**config.mk**
```make
export PLATFORM = sky130hd
export DESIGN_NAME = maxpool_scan
export DESIGN_NICKNAME = d
export VERILOG_FILES = /design/src/rtl/maxpool_scan.sv
export SDC_FILE = /design/constraint.sdc
export NUM_CORES = 1
export LEC_CHECK = 0
export BUFFER_PORTS_ARGS = -buffer_cell sky130_fd_sc_hd__buf_2
export CAP_MARGIN = 20
export CORE_AREA = 2 2 68 70
export CTS_CLUSTER_SIZE = 14
export DETAILED_ROUTE_END_ITERATION = 6
export DIE_AREA = 0 0 70 72
export GPL_TIMING_DRIVEN = 0
export PLACE_DENSITY = 0.67
export SLEW_MARGIN = 20
export SYNTH_ARGS = -nofsm -noshare
export SYNTH_HDL_FRONTEND = slang
export SYNTH_SLANG_ARGS = --single-unit
```
**constraint.sdc**
```tcl
create_clock -name clk_en -period 3.7 [get_ports clk_en]
set_input_delay 0.74 -clock clk_en [delete_from_list [all_inputs] [get_ports clk_en]]
set_output_delay 0.74 -clock clk_en [all_outputs]
set_load 0.02 [all_outputs]
```
**src/rtl/maxpool_scan.sv**
```systemverilog
// Max-pooling window sequencer: drives row/column picks one element per clock,
// keeps a running max and writes each window result into a flattened map.
// Optional build macro MAXPOOL_SIGNED_EN selects a two's-complement compare.
//
// state | meaning
// IDLE  | waiting for start, indices parked at 0
// SCAN  | walking kernel elements of every output window
// DONE  | one-cycle completion pulse, data_o valid
module maxpool_scan #(
  parameter int datai_width   = 4,
  parameter int datai_height  = 4,
  parameter int kernel_width  = 2,
  parameter int kernel_height = 2,
  parameter int stride        = 2,
  parameter int padding       = 0,
  parameter int datao_width   = ((datai_width - kernel_width + 2*padding) / stride) + 1,
  parameter int datao_height  = ((datai_height - kernel_height + 2*padding) / stride) + 1,
  parameter int bitwidth      = 3
) (
  input  logic                                           clk_en,
  input  logic                                           reset_n,
  input  logic                                           start,
  output logic                                           pool_on,
  output logic [3:0]                                     data_l,
  output logic [3:0]                                     data_c,
  input  logic [bitwidth-1:0]                            data_pick,
  output logic [datao_width*datao_height*bitwidth-1:0]   data_o,
  output logic                                           busy,
  output logic                                           done
);

  localparam logic [1:0] IDLE = 2'd0;
  localparam logic [1:0] SCAN = 2'd1;
  localparam logic [1:0] DONE = 2'd2;

  localparam int         NSLOT   = datao_width * datao_height;
  localparam logic [3:0] KW_LAST = 4'(kernel_width - 1);
  localparam logic [3:0] KH_LAST = 4'(kernel_height - 1);
  localparam logic [3:0] OW_LAST = 4'(datao_width - 1);
  localparam logic [3:0] OH_LAST = 4'(datao_height - 1);
  localparam logic [3:0] STRIDE4 = 4'(stride);

  logic [1:0]          state;
  logic [3:0]          orow, ocol, kr, kc;
  logic [bitwidth-1:0] maxr, cur_max;
  logic                first_elem, last_elem, pick_gt;
  logic [7:0]          slot;

  always_comb begin
    first_elem = (kr == 4'd0) && (kc == 4'd0);
    last_elem  = (kr == KH_LAST) && (kc == KW_LAST);
`ifdef MAXPOOL_SIGNED_EN
    pick_gt    = $signed(data_pick) > $signed(maxr);
`else
    pick_gt    = data_pick > maxr;
`endif
    // The first element of a window loads unconditionally, never compared against stale maxr.
    cur_max    = (first_elem || pick_gt) ? data_pick : maxr;
    slot       = 8'(orow) * 8'(datao_width) + 8'(ocol);
  end

  assign pool_on = (state == SCAN);
  assign busy    = (state == SCAN) || (state == DONE);
  assign done    = (state == DONE);
  assign data_l  = pool_on ? (orow * STRIDE4 + kr) : 4'd0;
  assign data_c  = pool_on ? (ocol * STRIDE4 + kc) : 4'd0;

  always_ff @(posedge clk_en) begin
    if (!reset_n) begin
      state  <= IDLE;
      orow   <= '0;
      ocol   <= '0;
      kr     <= '0;
      kc     <= '0;
      maxr   <= '0;
      data_o <= '0;
    end else begin
      case (state)
        IDLE: begin
          if (start) begin
            state <= SCAN;
            orow  <= '0;
            ocol  <= '0;
            kr    <= '0;
            kc    <= '0;
          end
        end
        SCAN: begin
          maxr <= cur_max;
          for (int s = 0; s < NSLOT; s++) begin
            if (last_elem && (slot == 8'(s)))
              data_o[s*bitwidth +: bitwidth] <= cur_max;
          end
          if (kc == KW_LAST) begin
            kc <= '0;
            if (kr == KH_LAST) begin
              kr <= '0;
              if (ocol == OW_LAST) begin
                ocol <= '0;
                if (orow == OH_LAST) begin
                  orow  <= '0;
                  state <= DONE;
                end else begin
                  orow <= orow + 4'd1;
                end
              end else begin
                ocol <= ocol + 4'd1;
              end
            end else begin
              kr <= kr + 4'd1;
            end
          end else begin
            kc <= kc + 4'd1;
          end
        end
        DONE:    state <= IDLE;
        default: state <= IDLE;
      endcase
    end
  end

endmodule
```
Word-level counts from Yosys, hierarchy flattened

Index checks and enable logic that the tools add are counted.

Bitwise logic cells: 0
Add/sub/neg operators: 7
Reductions and logical operators: 22
Muxes and demuxes: 24
Equality and inequality tests: 14
Div/mod/pow operators: 0
$lt $le $gt $ge: 1
$mul: 0
Shift operators: 0

Operators by type and width:

| operator                                                        | number |
|---|---|
| 4-bit 2-to-1 mux                                                | 13 |
| 4-bit one-hot mux with 2 select lines                           | 4 |
| 4-bit by 1-bit adder with 4-bit output, second input constant   | 4 |
| 4-bit by 1-bit == test with 1-bit output, second input constant | 4 |
| 6-bit by 2-bit == test with 1-bit output, second input constant | 2 |
| 2-bit 2-to-1 mux                                                | 5 |
| 2-bit AND reduction                                             | 5 |
| 5-bit AND reduction                                             | 2 |
| 4-bit adder                                                     | 2 |
| 4-bit zero test                                                 | 2 |
| 8-bit zero test                                                 | 1 |
| 2-bit by 1-bit != test with 1-bit output, second input constant | 4 |
| 5-bit by 4-bit adder with 6-bit output                          | 1 |
| 6-bit by 1-bit == test with 1-bit output, second input constant | 1 |
| 1-bit logical AND                                               | 6 |
| 2-bit one-hot mux with 2 select lines                           | 1 |
| 4-bit AND reduction                                             | 1 |
| 3-bit greater-than comparator                                   | 1 |
| 3-bit 2-to-1 mux                                                | 1 |
| 3-bit AND reduction                                             | 1 |
| 2-bit by 1-bit == test with 1-bit output, second input constant | 1 |
| 2-bit == test, second input constant                            | 1 |
| 2-bit zero test                                                 | 1 |
| 1-bit logical OR                                                | 2 |
| 2 further kinds                                                 | 2 |

Output and inout port bits: 23
Latch bits: 0
Input port bits: 6
Bits in writable memories: 0
Memories: 0
Memory bits (read-only): 0
Logic and storage cells: 78
Flip-flop bits (word level): 33

Depth between registers and ports, before layout

Gate-level depths: netlist (run 1).

Word-level depth: 6
Mapped depth: 8
Depth with buffers taken out: 8

Least setup slack after synthesis (run 1)

No wires, ideal clock.

Path type: in2reg
Start: in data_pick[2]
End: reg data_o[6]
Path slack: 1,271 ps
Path buffers: 0
Stages: 6
Library setup time: 116 ps
Required time: 3,584 ps
Arrival time: 2,313 ps
Cells stage by stage: ha_1 > a21oi_1 > o21ai_0 > a21oi_1 > mux2_2 > o211a_1

Word-level cells in the longest chain between the ends: 3

Ends and longest elaborated chain:

| item                            | RTL line | text |
|---|---|---|
| from (decl)                     | 26       | `input logic [bitwidth-1:0] data_pick,` |
| 3-bit greater-than comparator   | 55       | `pick_gt = data_pick > maxr;` |
| 1-bit logical OR                | 58       | `cur_max = (first_elem \|\| pick_gt) ? data_pick : maxr;` |
| 3-bit 2-to-1 mux                | 58       |  |
| to (signal, indexed assignment) | 92       | `data_o[s*bitwidth +: bitwidth] <= cur_max;` |
| to (decl)                       | 27       | `output logic [datao_width*datao_height*bitwidth-1:0] data_o,` |

Every way passes these cells.
A chain may end at the register's enable or synchronous reset.

Worst setup path after layout (run 1)

Start: reg state[1]
End: out data_c[0]

Word-level cells in the longest chain between the ends: 2

Ends and longest elaborated chain:

| item                                     | RTL line | text |
|---|---|---|
| from (decl)                              | 43       | `logic [1:0] state;` |
| from (signal assigned)                   | 70       | `state <= IDLE;` |
| from (signal assigned)                   | 81       | `state <= SCAN;` |
| from (signal assigned)                   | 102      | `state <= DONE;` |
| 2-bit by 1-bit == test with 1-bit output | 62       | `assign pool_on = (state == SCAN);` |
| 4-bit 2-to-1 mux                         | 66       | `assign data_c = pool_on ? (ocol * STRIDE4 + kc) : 4'd0;` |
| to (decl)                                | 25       | `output logic [3:0] data_c,` |

Every way passes these cells.

==> impl_metrics.tcl, run 1 <==
set metrics [dict create \
    crit_family "buffers and inverters" \
    cts_htree_levels 2 \
    syn_nets 253 \
    slowest_stage "clkbuf_1" \
    cts_hold_buf 0 \
    finalHoldViolCount 0 \
    synth_top_area_frac 0.320 \
    routedWlPerCell_um 14.8 \
    rsz0062_at_grt "no" \
    overflow 0 \
    power_density_nw_per_um2 531 \
    ys.flop_type "dfxtp_1" \
    grtUsageTotal 0.196 \
    clkSlewWorstSetupHoldPaths_ns 0.07 \
    synth_top_cell_by_area "dfxtp_1" \
    drive_gt1_frac 0.200 \
    tightest_slew_ns 0.814 \
    grt_pass1_wl_um 7820 \
    r2r_slack_ns 1.07 \
    crit_arrival_ns 1.96 \
    netlist_area_um2 2070 \
    detail-route-antenna-nets 0 \
    fmaxAchievable_ghz 0.370 \
    critPathCapture "data_c[0]" \
    critPathLaunchType "flop" \
    synth_edf_count 0 \
    cpPeakStageDelay_ns 0.36 \
    netSwitchingFraction 0.382 \
    setup_viol 0 \
    area_delta_synth_final_pct 15.7 \
    fill_cells 427 \
    cp-startpoint "state[1]" \
    core_area_um2 4260 \
    dr.pass1.iters 4 \
    cts-resized-gates 0 \
    dp_hpwl_um 3550 \
    critPathBufInv 4 \
    antenna_found_initial 0 \
    final_cell_area_um2 2390 \
    drt_iter0_markers 62 \
    ys_ff_latch 33 \
    pin_count 29 \
    syn_inst 229 \
    post_cts_buffers 0 \
    place.gp.congestion 0.888 \
    antenna_cells 0 \
    avgSynthCellArea_um2 9.02 \
    ys_warn_count 0 \
    cts_tree "built" \
    start_util 0.484 \
    relSlewSlack 0.442 \
    crit_fanout 10 \
    power_frac_comb 0.381 \
    clkSinkCount 33 \
    grt_max_degree 12 \
    r2r-start "orow[0]" \
    cts_max_path_buffers 2 \
    regArea_um2 661 \
    synth_area_leaders "dfxtp_1, ha_1, o211a_1, a21oi_1, nand2_1" \
    leakage_nw 1.07 \
    clock_skew_ns 0.00565 \
    dpl_cell_area_um2 2270 \
    period_share 0.730 \
    yosysUniqueCellTypes 52 \
    clock_latency_ns 0.29 \
    ir_drop_mv 0.261 \
    grt_pass1_vias 1684 \
    outcome "finished, final reports clean" \
    route.detailed.drc 0 \
    totalWireLength_um 4700 \
    dieArea_um2 5040 \
    worstSetupPathType "reg2out" \
    period_minus_slack_ns 2.70 \
    layout.nets 288 \
    r2r_cells 8 \
    via_per_inst 5.58 \
    min_path_type "reg2reg" \
    seq_area_frac_synth 0.320 \
    rr_endpoint "data_o[2]" \
    p_seq_frac 0.336 \
    vias 1768 \
    fp.dieW_um 70 \
    clkPwrFrac 0.283 \
    crit_chain "inv_1 -> ha_1 -> buf_6 -> clkbuf_1 -> and2_2 -> buf_2" \
    cp.depth 6 \
    required_ns 2.96 \
    cts_made_buffers 5 \
    multiInputGateArea_um2 1300 \
    end_kind "output pin" \
    switchingPower_uw 484 \
    die_y_um 72 \
    num_rows 24 \
    async_flop_share 0 \
    internal_power_uw 784 \
    cap_violations 0 \
    io_buffers 28 \
    setup_tns_ns 0 \
    slew_viol_final 0 \
    cts_root_buffer "clkbuf_8" \
]
-- flip-flops by register name, indices dropped and copies added (netlist names) --
name,count
ocol,4
maxr,3
kc,4
kr,4
state,2
data_o,12
orow,4
-- synth_stat cells, types with 2 or more instances --
| library cell | instances |
|---|---|
| a21oi_1 | 16 |
| and2_1 | 5 |
| and3_1 | 3 |
| and3_2 | 2 |
| clkbuf_1 | 7 |
| dfxtp_1 | 33 |
| fa_1 | 3 |
| ha_1 | 15 |
| inv_1 | 18 |
| mux2_2 | 3 |
| mux2i_1 | 5 |
| nand2_1 | 21 |
| nand2b_1 | 4 |
| nand3_1 | 5 |
| nor2_1 | 5 |
| nor2b_1 | 3 |
| nor3_1 | 5 |
| o2111ai_1 | 5 |
| o211a_1 | 9 |
| o21ai_0 | 10 |
| o311ai_0 | 3 |
| o32ai_1 | 2 |
| or2b_1 | 6 |
| or3_1 | 4 |
| or4_1 | 2 |
| xnor2_1 | 8 |
| xor2_1 | 2 |
-- placed cells by master, fill, tap and decap left out, types with 6 or more instances in the layout --
master	synthesis	layout
dfxtp_1	33	33
buf_2	0	28
clkbuf_1	7	7
nand2_1	21	21
inv_1	18	18
o21ai_0	10	10
ha_1	15	15
o211a_1	9	9
a21oi_1	16	16
xnor2_1	8	8
clkbuf_8	0	6
or2b_1	6	6
-- final cells by class --
cell class	instances	area share
Buffer	8	0.0157
Clock inverter	2	0.0157
Sequential cell	33	0.276
Clock buffer	6	0.0345
Timing Repair Buffer	28	0.0586
Tap cell	52	0.0272
Inverter	19	0.0298
Multi-Input combinational cell	169	0.542
-- worst min path at each step --
stage	from	end	slack [ns]	depth (start not counted)
after floorplan	state[0]	state[0]	0.45	2
after global placement	state[0]	state[0]	0.47	2
after detailed placement	state[0]	state[0]	0.48	2
after CTS	state[0]	state[0]	0.49	2
after global routing	state[0]	state[0]	0.51	2
final	state[0]	state[0]	0.49	2
-- power by group through the flow --
stage	logic (mW)	clock network, mW	registers (mW)
after CTS	0.485	0.367	0.426
after global placement	0.474	0	0.433
final	0.483	0.360	0.426
after global routing	0.536	0.386	0.432
after floorplan	0.367	0	0.424
after detailed placement	0.481	0	0.434
-- metal layers --
metal	vias to the layer above	track usage	routed length [um]
li1	895	-	-
met1	839	0.239	2210
met2	29	0.347	2240
met3	5	0.0639	216
met4	0	0.0321	31
met5	-	0	0
-- stage by stage --
stage / total power [mW] / std cells / setup slack [ns] / hold slack, ns / util
final: 1.27 / 317 / 1.00 / 0.490 / 0.561
after detailed placement: 0.916 / 309 / 0.983 / 0.482 / 0.533
after floorplan: 0.791 / 229 / 1.27 / 0.452 / -
after global routing: 1.35 / 317 / 0.833 / 0.508 / 0.561
after CTS: 1.28 / 317 / 0.972 / 0.492 / 0.561
after global placement: 0.907 / 309 / 0.979 / 0.470 / 0.533
-- tightest hold or removal path, stage by stage (launching register included) --
cell,delay (ns)
dfxtp_1,0.33
nand2_1,0.06
mux2i_1,0.05
-- kinds of logic after synthesis --
group,Yosys count,share of synthesized area
buffers and inverters,27,0.0527
adders and majority gates,18,0.120
and+or+nand+nor,79,0.238
AOI/OAI and AO/OA,54,0.187
muxes,8,0.0406
xor gates and xnor gates,10,0.0424
DFF,33,0.320
No activity file was read; power rests on OpenSTA's default activity.
==> run 2, diff against run 1 <==
==> constraint.sdc (replaced) <==
create_clock -name clk_en -period 2.77 [get_ports clk_en]
set_input_delay 0.554 -clock clk_en [delete_from_list [all_inputs] [get_ports clk_en]]
set_output_delay 0.554 -clock clk_en [all_outputs]
set_load 0.02 [all_outputs]
==> impl_metrics.tcl, run 2 (same netlist as run 1, synthesis figures left out) <==
set metrics [dict create \
    grtUsageTotal 0.196 \
    power_density_nw_per_um2 706 \
    clock_latency_ns 0.29 \
    final_common_cell "dfxtp_1" \
    core_area_um2 4260 \
    detail-route-antenna-nets 0 \
    dr.pass1.iters 4 \
    io_buffers 28 \
    cts_tree "built" \
    cts_made_buffers 5 \
    dpl_worst_slack_ns 0.161 \
    critPathLaunchType "flop" \
    dieArea_um2 5040 \
    crit_arrival_ns 1.96 \
    totalWireLength_um 4690 \
    clock_skew_ns 0.00563 \
    power_mw 1.69 \
    dp_hpwl_um 3550 \
    largest_reg_flops 12 \
    crit_chain "inv_1 -> ha_1 -> buf_6 -> clkbuf_1 -> and2_2 -> buf_2" \
    layout_common_cells "dfxtp_1, buf_2, nand2_1" \
    fmaxAchievable_ghz 0.398 \
    cts_max_path_buffers 2 \
    outcome "finished, final reports clean" \
    worst_hold_path.endpoint "state[0]" \
    dpl_cell_area_um2 2270 \
    end_kind "output pin" \
    cpPeakStageDelay_ns 0.36 \
    die_y_um 72 \
    routedWlPerCell_um 14.8 \
    ir_drop_mv 0.349 \
    grt_max_degree 12 \
    num_rows 24 \
    worstSetupPathType "reg2out" \
    layout.nets 288 \
    grt_pass1_vias 1684 \
    start_util 0.484 \
    regArea_um2 661 \
    clkSinkCount 33 \
    cts_htree_levels 2 \
    cts_hold_buf 0 \
    drt_iter0_markers 65 \
    r2r_cells 8 \
    setup_viol 0 \
    min_path_type "reg2reg" \
    clkSlewWorstSetupHoldPaths_ns 0.07 \
    via_per_inst 5.56 \
    pin_count 29 \
    r2r_slack_ns 0.30 \
    rsz0062_at_grt "no" \
    final_cell_area_um2 2400 \
    fill_cells 426 \
    multiInputGateArea_um2 1300 \
    drive_gt1_frac 0.204 \
    r2r-start "orow[0]" \
    slowest_stage "clkbuf_1" \
    cap_violations 0 \
    vias 1763 \
    cts_root_buffer "clkbuf_8" \
    grt_pass1_wl_um 7820 \
    rr_endpoint "data_o[2]" \
    setup_tns_ns 0 \
    place.gp.congestion 0.888 \
    period_share 0.907 \
    hold_start "state[0]" \
    antenna_found_initial 0 \
    antenna_cells 0 \
    tightest_slew_ns 0.818 \
    area_delta_synth_final_pct 16.1 \
    finalHoldViolCount 0 \
    finalWorstSetupSlack_ns 0.256 \
    relSlewSlack 0.439 \
    largest-register "data_o" \
    slew_viol_final 0 \
    fp.dieW_um 70 \
    period_minus_slack_ns 2.51 \
    route.detailed.drc 0 \
    leakage_nw 1.07 \
    required_ns 2.22 \
    hold_depth 2 \
    overflow 0 \
    crit_fanout 10 \
]
-- run 2: changes by cell type in the layout (fill, tap and decap cells not counted) --
cell	delta
nor4bb_2	+1
nor4bb_1	-1
-- run 2: layout make-up --
class	count	area share
inverters	19	0.0297
clock buffers	6	0.0344
clock inverters	2	0.0157
flip-flops and latches	33	0.276
multi-input cells	169	0.543
plain buffers	8	0.0157
repair buffers	28	0.0585
well taps	52	0.0271
-- run 2: worst max path at each step --
stage,from,cells past startpoint,to,slack [ns]
6_report,state[1],6,data_c[0],0.26
5_1_grt,state[1],6,data_c[1],0.09
4_1_cts,orow[0],8,data_o[2],0.14
3_5_place_dp,orow[0],8,data_o[2],0.16
3_3_place_gp,orow[0],8,data_o[2],0.19
2_1_floorplan,data_pick[2],6,data_o[6],0.53
-- run 2: metrics by stage --
| stage | hold WS [ns] | cells | utilization |
|---|---|---|---|
| 3_3_place_gp | 0.470 | 309 | 0.533 |
| 4_1_cts | 0.492 | 317 | 0.561 |
| 5_1_grt | 0.508 | 317 | 0.562 |
| 6_report | 0.490 | 317 | 0.562 |
| 2_1_floorplan | 0.452 | 229 | - |
| 3_5_place_dp | 0.482 | 309 | 0.533 |
-- run 2: what timing repair did --
item | CTS | global route
gates resized for setup | 0 | 1
setup endpoints to repair | 0 | 1
setup buffers | 0 | 0
-- run 2: metal layers --
metal	track usage	share of wire	vias to the layer above	wire [um]
met4	0.0321	0.0066	0	31
li1	-	-	895	-
met2	0.347	0.48	27	2250
met3	0.0639	0.046	5	215
met5	0	0	-	0
met1	0.239	0.47	836	2190
-- run 2: critical path: cells and delay by family, from the launching register on --
family | cells | cell delay (ns)
buffers and inverters | 4 | 0.77
DFF | 1 | 0.33
adders and majority gates | 1 | 0.33
and+or+nand+nor | 1 | 0.22
-- run 2: power breakdown --
group | internal (mW) | switching (mW) | total [mW]
Combinational | 0.233 | 0.411 | 0.644
Sequential | 0.523 | 0.0463 | 0.569
Clock | 0.292 | 0.188 | 0.480
==> run 3, diff against run 2 <==
--- a/config.mk
+++ b/config.mk
@@ -5,14 +5,16 @@
 export SDC_FILE = /design/constraint.sdc
 export NUM_CORES = 1
 export LEC_CHECK = 0
+export ABC_AREA = 1
 export BUFFER_PORTS_ARGS = -buffer_cell sky130_fd_sc_hd__buf_2
 export CAP_MARGIN = 20
-export CORE_AREA = 2 2 68 70
+export CORE_AREA = 2 2 70 72
 export CTS_CLUSTER_SIZE = 14
 export DETAILED_ROUTE_END_ITERATION = 6
-export DIE_AREA = 0 0 70 72
+export DIE_AREA = 0 0 72 74
 export GPL_TIMING_DRIVEN = 0
 export PLACE_DENSITY = 0.67
+export RECOVER_POWER = 100
 export SLEW_MARGIN = 20
 export SYNTH_ARGS = -nofsm -noshare
 export SYNTH_HDL_FRONTEND = slang
==> impl_metrics.tcl, run 3 <==
set metrics [dict create \
    outcome "finished, final reports clean" \
    cts_htree_levels 2 \
    via_per_inst 5.02 \
    totalWireLength_um 4940 \
    clkSinkCount 33 \
    hold_start "data_o[4]" \
    rr_endpoint "orow[1]" \
    power_mw 2.00 \
    rsz0062_at_grt "no" \
    io_buffers 28 \
    critPathBufInv 2 \
    synth_top_area_frac 0.301 \
    grt_pass1_vias 1869 \
    syn_nets 352 \
    netlist_area_um2 2200 \
    leakage_nw 1.14 \
    end_kind "output pin" \
    avgSynthCellArea_um2 6.70 \
    post_cts_buffers 0 \
    min_path_type "reg2reg" \
    drt_iter0_markers 160 \
    r2r_cells 11 \
    ir_drop_mv 0.470 \
    clock_skew_ns 0.0109 \
    crit_arrival_ns 1.97 \
    required_ns 2.22 \
    period_minus_slack_ns 2.53 \
    overflow 0 \
    async_flop_share 0 \
    crit_fanout 10 \
    cts_made_buffers 5 \
    hold_depth 2 \
    synth_common_cells "nand2_1, nor2_1, inv_1" \
    drive_gt1_frac 0.0632 \
    fp.dieW_um 72 \
    ys_warn_count 0 \
    synth_edf_count 0 \
    cts-resized-gates 0 \
    power_density_nw_per_um2 825 \
    place.gp.congestion 0.806 \
    start_util 0.478 \
    fmaxAchievable_ghz 0.396 \
    vias 2100 \
    synth_area_leaders "dfxtp_1, nand2_1, nor2_1, ha_1, inv_1" \
    dp.cells 410 \
    synth.most_common_cell "nand2_1" \
    detail-route-antenna-nets 0 \
    ys.flop_type "dfxtp_1" \
    core_area_um2 4600 \
    ys_ff_latch 33 \
    dr.pass1.iters 4 \
    antenna_cells 0 \
    dp_hpwl_um 3730 \
    cap_violations 0 \
    cts_root_buffer "clkbuf_8" \
    grt_max_degree 11 \
    largest_reg_flops 12 \
    period_share 0.912 \
    dieArea_um2 5330 \
    worstSetupPathType "reg2out" \
    route.met2.wl_um 2280 \
    setup_tns_ns 0 \
    met3WireLength_um 143 \
    setup_viol 0 \
    grtUsageTotal 0.204 \
    routedWlPerCell_um 11.8 \
    postLayoutCoreUtil 0.527 \
    relSlewSlack 0.640 \
    die_y_um 74 \
    slew_viol_final 0 \
    pin_count 29 \
    slowest_stage "dfxtp_1" \
    layout.nets 387 \
    critPathLaunchType "flop" \
    yosysUniqueCellTypes 28 \
    largest-register "data_o" \
    antenna_found_initial 0 \
    stdcell_count 418 \
    cts_tree "built" \
    finalHoldViolCount 0 \
    num_rows 25 \
    crit_family "adder cells" \
    r2r-start "state[1]" \
    area_delta_synth_final_pct 10.2 \
    crit_chain "ha_1 -> inv_1 -> fa_1 -> xor2_1 -> nor2_1 -> clkbuf_1" \
    cts_max_path_buffers 2 \
    layout_common_cells "nand2_1, nor2_1, inv_1" \
    synth_top_cell_by_area "dfxtp_1" \
    tightest_slew_ns 0.540 \
    seq_area_frac_synth 0.301 \
    r2r_slack_ns 0.49 \
    grt_pass1_wl_um 8410 \
    met1_length_um 2450 \
    top_layer "met4" \
    cts_hold_buf 0 \
    route.detailed.drc 0 \
    clock_latency_ns 0.29 \
    worst_hold_path.endpoint "data_o[4]" \
    final_common_cell "nand2_1" \
    clkSlewWorstSetupHoldPaths_ns 0.07 \
    syn_inst 328 \
    cpPeakStageDelay_ns 0.55 \
]
[run 3: changes by cell type in the layout (fill, tap and decap cells not counted), sizes merged, moves of 21 or more]
cell | before | now
nor2 | 5 | 55
nand3 | 6 | 28
nand2 | 21 | 83
clkbuf | 13 | 34
inv | 18 | 47
buf | 29 | 6
[run 3: metal layers]
| metal | vias up | GRT usage |
|---|---|---|
| li1 | 1108 | - |
| met1 | 958 | 0.278 |
| met2 | 28 | 0.327 |
| met3 | 6 | 0.0407 |
| met4 | 0 | 0.0629 |
| met5 | - | 0 |
[run 3: layout make-up]
cell class,instances,area [um^2]
buffer,6,22.5
clock buffer,6,72.6
clock inverter,2,10.0
fill,479,2180
inverter,47,176
multi-input combinational,242,1300
sequential,33,661
tap,54,67.6
timing repair buffer,28,113
[run 3: worst register-to-register path: cells and delay by family, from the launching register on]
family,cells,cell delay [ns]
compound gates,1,0.17
buf+inv,3,0.63
fa+ha+maj,1,0.20
flops,1,0.36
simple gates,6,0.80
[run 3: through the flow]
step / worst slack, ns / area, um^2 / hold WS (ns)
finish: 0.245 / 2420 / 0.482
global route: 0.140 / 2420 / 0.509
CTS: 0.266 / 2490 / 0.484
detailed placement: 0.444 / 2410 / 0.466
global placement: 0.467 / 2410 / 0.458
floorplan: 0.713 / 2200 / 0.467
[run 3: how the worst max path moves through the flow]
stage / endpoint / start / slack (ns) / cells after the start
final: data_c[3] / ocol[0] / 0.24 / 6
after global routing: data_c[2] / state[1] / 0.14 / 6
after CTS: data_c[3] / state[1] / 0.27 / 6
after detailed placement: data_o[5] / orow[0] / 0.44 / 9
after global placement: data_o[5] / orow[0] / 0.47 / 9
after floorplan: data_c[3] / ocol[0] / 0.71 / 5
[run 3: cell families after synthesis]
family | count (synthesis) | synth area share
fa+ha+maj | 18 | 0.113
flops | 33 | 0.301
buf+inv | 53 | 0.0973
xor+xnor | 9 | 0.0359
simple gates | 176 | 0.348
compound gates | 39 | 0.106
[run 3: report_power, final]
part | total, mW | switching (mW) | internal [mW] | leakage, nW
Clock | 0.360 | 0.186 | 0.174 | 0.0450
Sequential | 0.627 | 0.0836 | 0.543 | 0.267
Combinational | 1.01 | 0.722 | 0.291 | 0.824
Total | 2.00 | 0.991 | 1.01 | 1.14
